File: config.mk
export PLATFORM = sky130hd
export DESIGN_NAME = mips_iter_divider
export DESIGN_NICKNAME = d
export VERILOG_FILES = /design/src/rtl/mips_iter_divider_pkg.sv /design/src/rtl/mips_iter_divider_div_restore_step.sv /design/src/rtl/mips_iter_divider.sv
export SDC_FILE = /design/constraint.sdc
export NUM_CORES = 1
export LEC_CHECK = 0
export BUFFER_PORTS_ARGS = -buffer_cell sky130_fd_sc_hd__buf_2
export CAP_MARGIN = 20
export CORE_MARGIN = 5
export CORE_UTILIZATION = 55
export DETAILED_ROUTE_END_ITERATION = 12
export GPL_TIMING_DRIVEN = 1
export PLACE_DENSITY = 0.72
export SYNTH_ARGS = -nofsm -noshare
export SYNTH_HDL_FRONTEND = slang
export SYNTH_HIERARCHICAL = 1
export SYNTH_SLANG_ARGS = --single-unit
File: constraint.sdc
create_clock -name Clk -period 7.9 [get_ports Clk]
set_input_delay 0.395 -clock Clk [delete_from_list [all_inputs] [get_ports Clk]]
set_output_delay 0.395 -clock Clk [all_outputs]
set_load 0.02 [all_outputs]
File: src/rtl/mips_iter_divider_pkg.sv
// Shared definitions for the iterative MIPS DIV/DIVU unit.
package mips_iter_divider_pkg;

    localparam int unsigned DIV_WIDTH   = 32;
    localparam int unsigned DIV_LATENCY = DIV_WIDTH + 2;

    typedef enum logic [2:0] {
        IDLE = 3'd0,
        PREP = 3'd1,
        ITER = 3'd2,
        FIX  = 3'd3,
        DONE = 3'd4
    } div_state_e;

endpackage

File: src/rtl/mips_iter_divider_div_restore_step.sv
// One combinational radix-2 restoring step on the packed {R,Q} pair.
module div_restore_step #(
    parameter int unsigned WIDTH = 32
) (
    input  logic [2*WIDTH:0]  rq_in,
    input  logic [WIDTH-1:0]  dvs_mag,
    output logic [2*WIDTH:0]  rq_out
);

    logic [2*WIDTH:0] shifted;
    logic [WIDTH+1:0] diff;

    always_comb begin
        shifted = {rq_in[2*WIDTH-1:0], 1'b0};
        // Extra top bit carries the borrow; clear means the trial subtract fits
        diff    = {1'b0, shifted[2*WIDTH:WIDTH]} - {2'b00, dvs_mag};
        rq_out  = shifted;
        if (!diff[WIDTH+1]) begin
            rq_out = {diff[WIDTH:0], shifted[WIDTH-1:1], 1'b1};
        end
    end

endmodule

File: src/rtl/mips_iter_divider.sv
// Multi-cycle restoring divider for DIV/DIVU: one quotient bit per cycle, sign fix-up at the end.
module mips_iter_divider
    import mips_iter_divider_pkg::*;
#(
    parameter int unsigned WIDTH = DIV_WIDTH
) (
    input  logic             Clk,
    input  logic             Reset,
    input  logic             En,
    input  logic             Start,
    input  logic             Sign,
    input  logic [WIDTH-1:0] Dividend,
    input  logic [WIDTH-1:0] Divisor,
    output logic             Busy,
    output logic             Done,
    output logic [WIDTH-1:0] Quotient,
    output logic [WIDTH-1:0] Remainder,
    output logic             DivZero
);

    localparam int unsigned CNT_W = $clog2(WIDTH);

    div_state_e       state_q, state_d;
    logic [CNT_W-1:0] cnt_q, cnt_d;
    logic [2*WIDTH:0] rq_q, rq_d, rq_step;
    logic [WIDTH-1:0] dvs_mag_q, dvs_mag_d;
    logic [WIDTH-1:0] dividend_q, dividend_d, divisor_q, divisor_d;
    logic             sign_q, sign_d, qneg_q, qneg_d, rneg_q, rneg_d;
    logic             busy_q, busy_d, done_q, done_d, divzero_q, divzero_d;
    logic [WIDTH-1:0] quot_q, quot_d, rem_q, rem_d;
    logic [WIDTH-1:0] dvd_mag, dvs_mag, q_raw, r_raw;

    assign dvd_mag = (sign_q && dividend_q[WIDTH-1]) ? -dividend_q : dividend_q;
    assign dvs_mag = (sign_q && divisor_q[WIDTH-1])  ? -divisor_q  : divisor_q;
    assign q_raw   = rq_q[WIDTH-1:0];
    assign r_raw   = rq_q[2*WIDTH-1:WIDTH];

    div_restore_step #(.WIDTH(WIDTH)) u_step (
        .rq_in   (rq_q),
        .dvs_mag (dvs_mag_q),
        .rq_out  (rq_step)
    );

    always_comb begin
        state_d    = state_q;
        cnt_d      = cnt_q;
        rq_d       = rq_q;
        dvs_mag_d  = dvs_mag_q;
        dividend_d = dividend_q;
        divisor_d  = divisor_q;
        sign_d     = sign_q;
        qneg_d     = qneg_q;
        rneg_d     = rneg_q;
        busy_d     = busy_q;
        done_d     = done_q;
        divzero_d  = divzero_q;
        quot_d     = quot_q;
        rem_d      = rem_q;
        if (En) begin
            done_d = 1'b0;
            case (state_q)
                IDLE, DONE: begin
                    state_d = IDLE;
                    if (Start) begin
                        sign_d     = Sign;
                        dividend_d = Dividend;
                        divisor_d  = Divisor;
                        state_d    = PREP;
                    end
                end
                PREP: begin
                    rq_d      = {{(WIDTH+1){1'b0}}, dvd_mag};
                    dvs_mag_d = dvs_mag;
                    qneg_d    = sign_q & (dividend_q[WIDTH-1] ^ divisor_q[WIDTH-1]);
                    rneg_d    = sign_q & dividend_q[WIDTH-1];
                    cnt_d     = '0;
                    state_d   = ITER;
                end
                ITER: begin
                    rq_d  = rq_step;
                    cnt_d = cnt_q + CNT_W'(1);
                    if (cnt_q == CNT_W'(WIDTH-1)) state_d = FIX;
                end
                FIX: begin
                    // Zero divisor overrides the sign fix-up so the remainder is the raw dividend
                    divzero_d = (divisor_q == '0);
                    if (divisor_q == '0) begin
                        quot_d = '1;
                        rem_d  = dividend_q;
                    end else begin
                        quot_d = qneg_q ? -q_raw : q_raw;
                        rem_d  = rneg_q ? -r_raw : r_raw;
                    end
                    done_d  = 1'b1;
                    state_d = DONE;
                end
                default: state_d = IDLE;
            endcase
            busy_d = (state_d == PREP) || (state_d == ITER) || (state_d == FIX);
        end
    end

    always_ff @(posedge Clk or posedge Reset) begin
        if (Reset) begin
            state_q    <= IDLE;
            cnt_q      <= '0;
            rq_q       <= '0;
            dvs_mag_q  <= '0;
            dividend_q <= '0;
            divisor_q  <= '0;
            sign_q     <= 1'b0;
            qneg_q     <= 1'b0;
            rneg_q     <= 1'b0;
            busy_q     <= 1'b0;
            done_q     <= 1'b0;
            divzero_q  <= 1'b0;
            quot_q     <= '0;
            rem_q      <= '0;
        end else begin
            state_q    <= state_d;
            cnt_q      <= cnt_d;
            rq_q       <= rq_d;
            dvs_mag_q  <= dvs_mag_d;
            dividend_q <= dividend_d;
            divisor_q  <= divisor_d;
            sign_q     <= sign_d;
            qneg_q     <= qneg_d;
            rneg_q     <= rneg_d;
            busy_q     <= busy_d;
            done_q     <= done_d;
            divzero_q  <= divzero_d;
            quot_q     <= quot_d;
            rem_q      <= rem_d;
        end
    end

    assign Busy      = busy_q;
    assign Done      = done_q;
    assign Quotient  = quot_q;
    assign Remainder = rem_q;
    assign DivZero   = divzero_q;

endmodule

# After elaboration in Yosys (flattened, before gate mapping)
# Cells that the tools add are included.
# word_totals
reg_bits,238
input_bits,69
wordCells,57
# classes
addsub,6
n_eq_ne,8
mux,14
bitwise,3
reduce_logical,12
# ops
cell,n
$mux W32,6
$neg A32 Y32,4
$pmux W64 S2,1
$mux W64,1
$sub A33 B32 Y34,1
$logic_not A32 Y1,1
$eq A3 B2 Y1 const B,4
$pmux W3 S4,1
$pmux W5 S2,1
$eq A3 B1 Y1 const B,2
$mux W3,2
$reduce_and A2 Y1,3
$add A5 B1 Y5 const B,1
$eq A5 B5 Y1 const B,1
$eq A3 B3 Y1 const B,1
$logic_not A3 Y1,1
$reduce_and A3 Y1,1
$and A1 B1 Y1,2
$logic_and A1 B1 Y1,2
$logic_or A1 B1 Y1,2
$mux W1,2
$reduce_bool A2 Y1,1
$reduce_or A2 Y1,1
$xor A1 B1 Y1,1

# Logic depth before layout (Yosys ltp)
# logic_depth
ltp_word,7
depth_mapped,14
depth_no_buf,13

# Hierarchy
# The synthesis kept the hierarchy.
# modules_own_cells
mod,n_inst,cells_per_inst,area_per_inst_um2
mips_iter_divider,1,1206,12000.3
div_restore_step,1,396,2622.5

# Least setup slack after synthesis
# No wires, ideal clock.
# synth_timing
path_type,flip-flop to flip-flop
startpoint,register rq_q[31]
endpoint,register rq_q[58]
setup_ps,121
t_arrival_ps,2659
path_slack_ps,5120
path_stages_with_launch,13
n_path_buf,0
period_less_slack_ps,2780
cell_sequence,dfrtp_1 inv_1 ha_1 inv_1 fa_1 a211oi_1 o211a_1 o41ai_1 nor2_1 nor2_1 or4_1 a41o_1 a22o_1
# synth_between
elab_chain_len,3
# synth_rtl
element,line,source
start: declaration,mips_iter_divider.sv:25,"logic [2*WIDTH:0] rq_q, rq_d, rq_step;"
start signal: assignment,mips_iter_divider.sv:122,rq_q <= rq_d;
$sub A33 B32 Y34,mips_iter_divider_div_restore_step.sv:16,"diff = {1'b0, shifted[2*WIDTH:WIDTH]} - {2'b00, dvs_mag};"
$mux W64,mips_iter_divider_div_restore_step.sv:18,if (!diff[WIDTH+1]) begin
net rq_step[58],mips_iter_divider.sv:25,
$pmux W64 S2,mips_iter_divider.sv:61,case (state_q)
# The timed path passes the listed nets, and every way through them passes these cells.
# A chain may end at the register's enable or synchronous reset.

# Final worst setup path
# layout_timing
startpoint,register rq_q[41]
endpoint,register rq_q[48]
# Same word-level chain as after synthesis.

==> flow_metrics.env <==
export IMPL_yosysWarnings=6
export IMPL_cts_resized_gates=0
export IMPL_fp_dieH_um=173
export IMPL_max_slew_margin=0.318
export IMPL_syn_area_mm2=0.0145
export IMPL_avgSynthCellArea_um2=9.14
export IMPL_grtUsageTotal=0.250
export IMPL_path_buf_inv=0
export IMPL_finalSetupTns_ns=0
export IMPL_grt_pass1_vias=11600
export IMPL_clk_transition_reported_paths_ns=0.06
export IMPL_crit_chain="ha_1 -> and3_1 -> and4_1 -> a32oi_1 -> a21boi_1 -> o21bai_2 -> a31o_4 -> mux2_4 -> a22o_1"
export IMPL_cap_violations=0
export IMPL_core_mm2=0.0261
export IMPL_post_route_period_util=0.405
export IMPL_gp_congestion=0.893
export IMPL_path_delay_family="compound AO/OA/AOI/OAI gates"
export IMPL_synth_fp_nets=1700
export IMPL_post_dp_hpwl_mm=28.3
export IMPL_antenna_found_initial=0
export IMPL_nets=1753
export IMPL_drt_wirelength_per_cell_um=19.2
export IMPL_fp_row_count=59
export IMPL_insertion_delay_ns=0.54
export IMPL_outcome="complete, no violations"
export IMPL_worstPathRequired_ns=8.31
export IMPL_arrival_ns=3.61
export IMPL_clock_sink_count=237
export IMPL_post_route_min_period_ns=3.20
export IMPL_post_cts_buffers=0
export IMPL_ant_nets=0
export IMPL_finalClockSkew_ns=0.0122
export IMPL_routed_wl_mm=38.3
export IMPL_port_buffers=135
export IMPL_io_pins=136
export IMPL_hp_class="input port to asynchronous set/reset pin"
export IMPL_drc=0
export IMPL_rsz0062_at_grt="false"
export IMPL_worst_slew_pin_transition_ns=1.02
export IMPL_die_w_um=173
export IMPL_place_ws_ns=4.72
export IMPL_setup_violations=0
export IMPL_die_area_mm2=0.0298
export IMPL_viasPerCell=5.94
export IMPL_grt_max_degree=114
export IMPL_critPathSlowestCell="a31o_4"
export IMPL_finalMaxSlewViolations=0
export IMPL_cts_buffer_depth=3
export IMPL_num_vias=11900
export IMPL_dr_pass1_iters=5
export IMPL_max_freq_mhz=313
export IMPL_cts_buffers_inserted=27
export IMPL_cts_tree="yes"
export IMPL_cp_end_kind="register"
export IMPL_power_density_mw_per_mm2=431
export IMPL_root_buffer="clkbuf_16"
export IMPL_final_common_cell="dfrtp_1"
export IMPL_drt_iter0_markers=1026
export IMPL_initial_core_util=0.558
export IMPL_syn_inst=1592
export IMPL_cp_start_kind="register"
export IMPL_cpPeakStageDelay_ns=0.61
export IMPL_hold_viol=0
export IMPL_crit_cells=9
export IMPL_peakVddDrop_mv=0.285
export IMPL_diodes=0
export IMPL_fillCellCount=2269
export IMPL_critPathMaxFanout=58
export IMPL_final_cell_mix="dfrtp_1 (237), nand2_1 (212), o21ai_0 (136), buf_2 (135), nor2_1 (105)"
export IMPL_hold_buffers=0
export IMPL_grt_pass1_wl_mm=62.3
export IMPL_cellLeakagePower_nw=7.17
export IMPL_htree_levels=1
export IMPL_overflow=0
export IMPL_worst_slack_ns=4.70
export IMPL_crit_type="register to register"
export IMPL_syn_to_final_growth_pct=9.70
export IMPL_whs_ns=0.0279
export IMPL_drive_above_1_share=0.179
export IMPL_reg2regPathDepth=9
[power by group]
part	leakage, nW	switching [mW]	internal (mW)
registers	3.01	0.668	1.71
clock network	0.410	0.490	0.679
logic	3.75	1.97	1.35
[final cells by class]
cell class	instances	area, µm²	share of cell area
Multi-Input combinational cell	1176	7760	0.486
Timing Repair Buffer	148	808	0.0507
Clock buffer	38	777	0.0487
Clock inverter	8	46.3	0.00290
Tap cell	335	419	0.0263
Inverter	55	214	0.0134
Sequential cell	237	5930	0.372
[through the flow]
stage / power (mW) / instance area [µm²] / util / std cells
after global routing: 7.38 / 16000 / 0.612 / 1997
after detailed placement: 5.68 / 15100 / 0.580 / 1950
final: 6.87 / 16000 / 0.612 / 1997
after floorplan: 4.84 / 14500 / - / 1592
after global placement: 5.61 / 15100 / 0.579 / 1948
after CTS: 6.88 / 15900 / 0.611 / 1996
[final timing paths]
kind	start	slack (ns)	to
max	rq_q[41]	4.70	rq_q[48]
min	Reset	0.03	divisor_q[30]
max reg2reg	rq_q[41]	4.70	rq_q[48]
min reg2reg	Remainder[23]	0.47	Remainder[23]
max in group asynchronous	Reset	6.52	Quotient[20]
min in group Clk	Divisor[17]	0.08	divisor_q[17]
[flip-flops by register name, indices dropped and copies added (netlist names), 3 cells and up]
name        count
cnt_q           5
rq_q           64
Quotient       32
dividend_q     32
Remainder      32
state_q         3
divisor_q      32
dvs_mag_q      32
[layer usage]
layer	vias up	wire length, µm	track usage
li1	5745	-	-
met1	5648	17000	0.351
met2	388	17600	0.402
met3	74	2190	0.0365
met4	0	1420	0.0835
met5	-	0	0
Note: power is estimated with default switching activity, not from simulation.
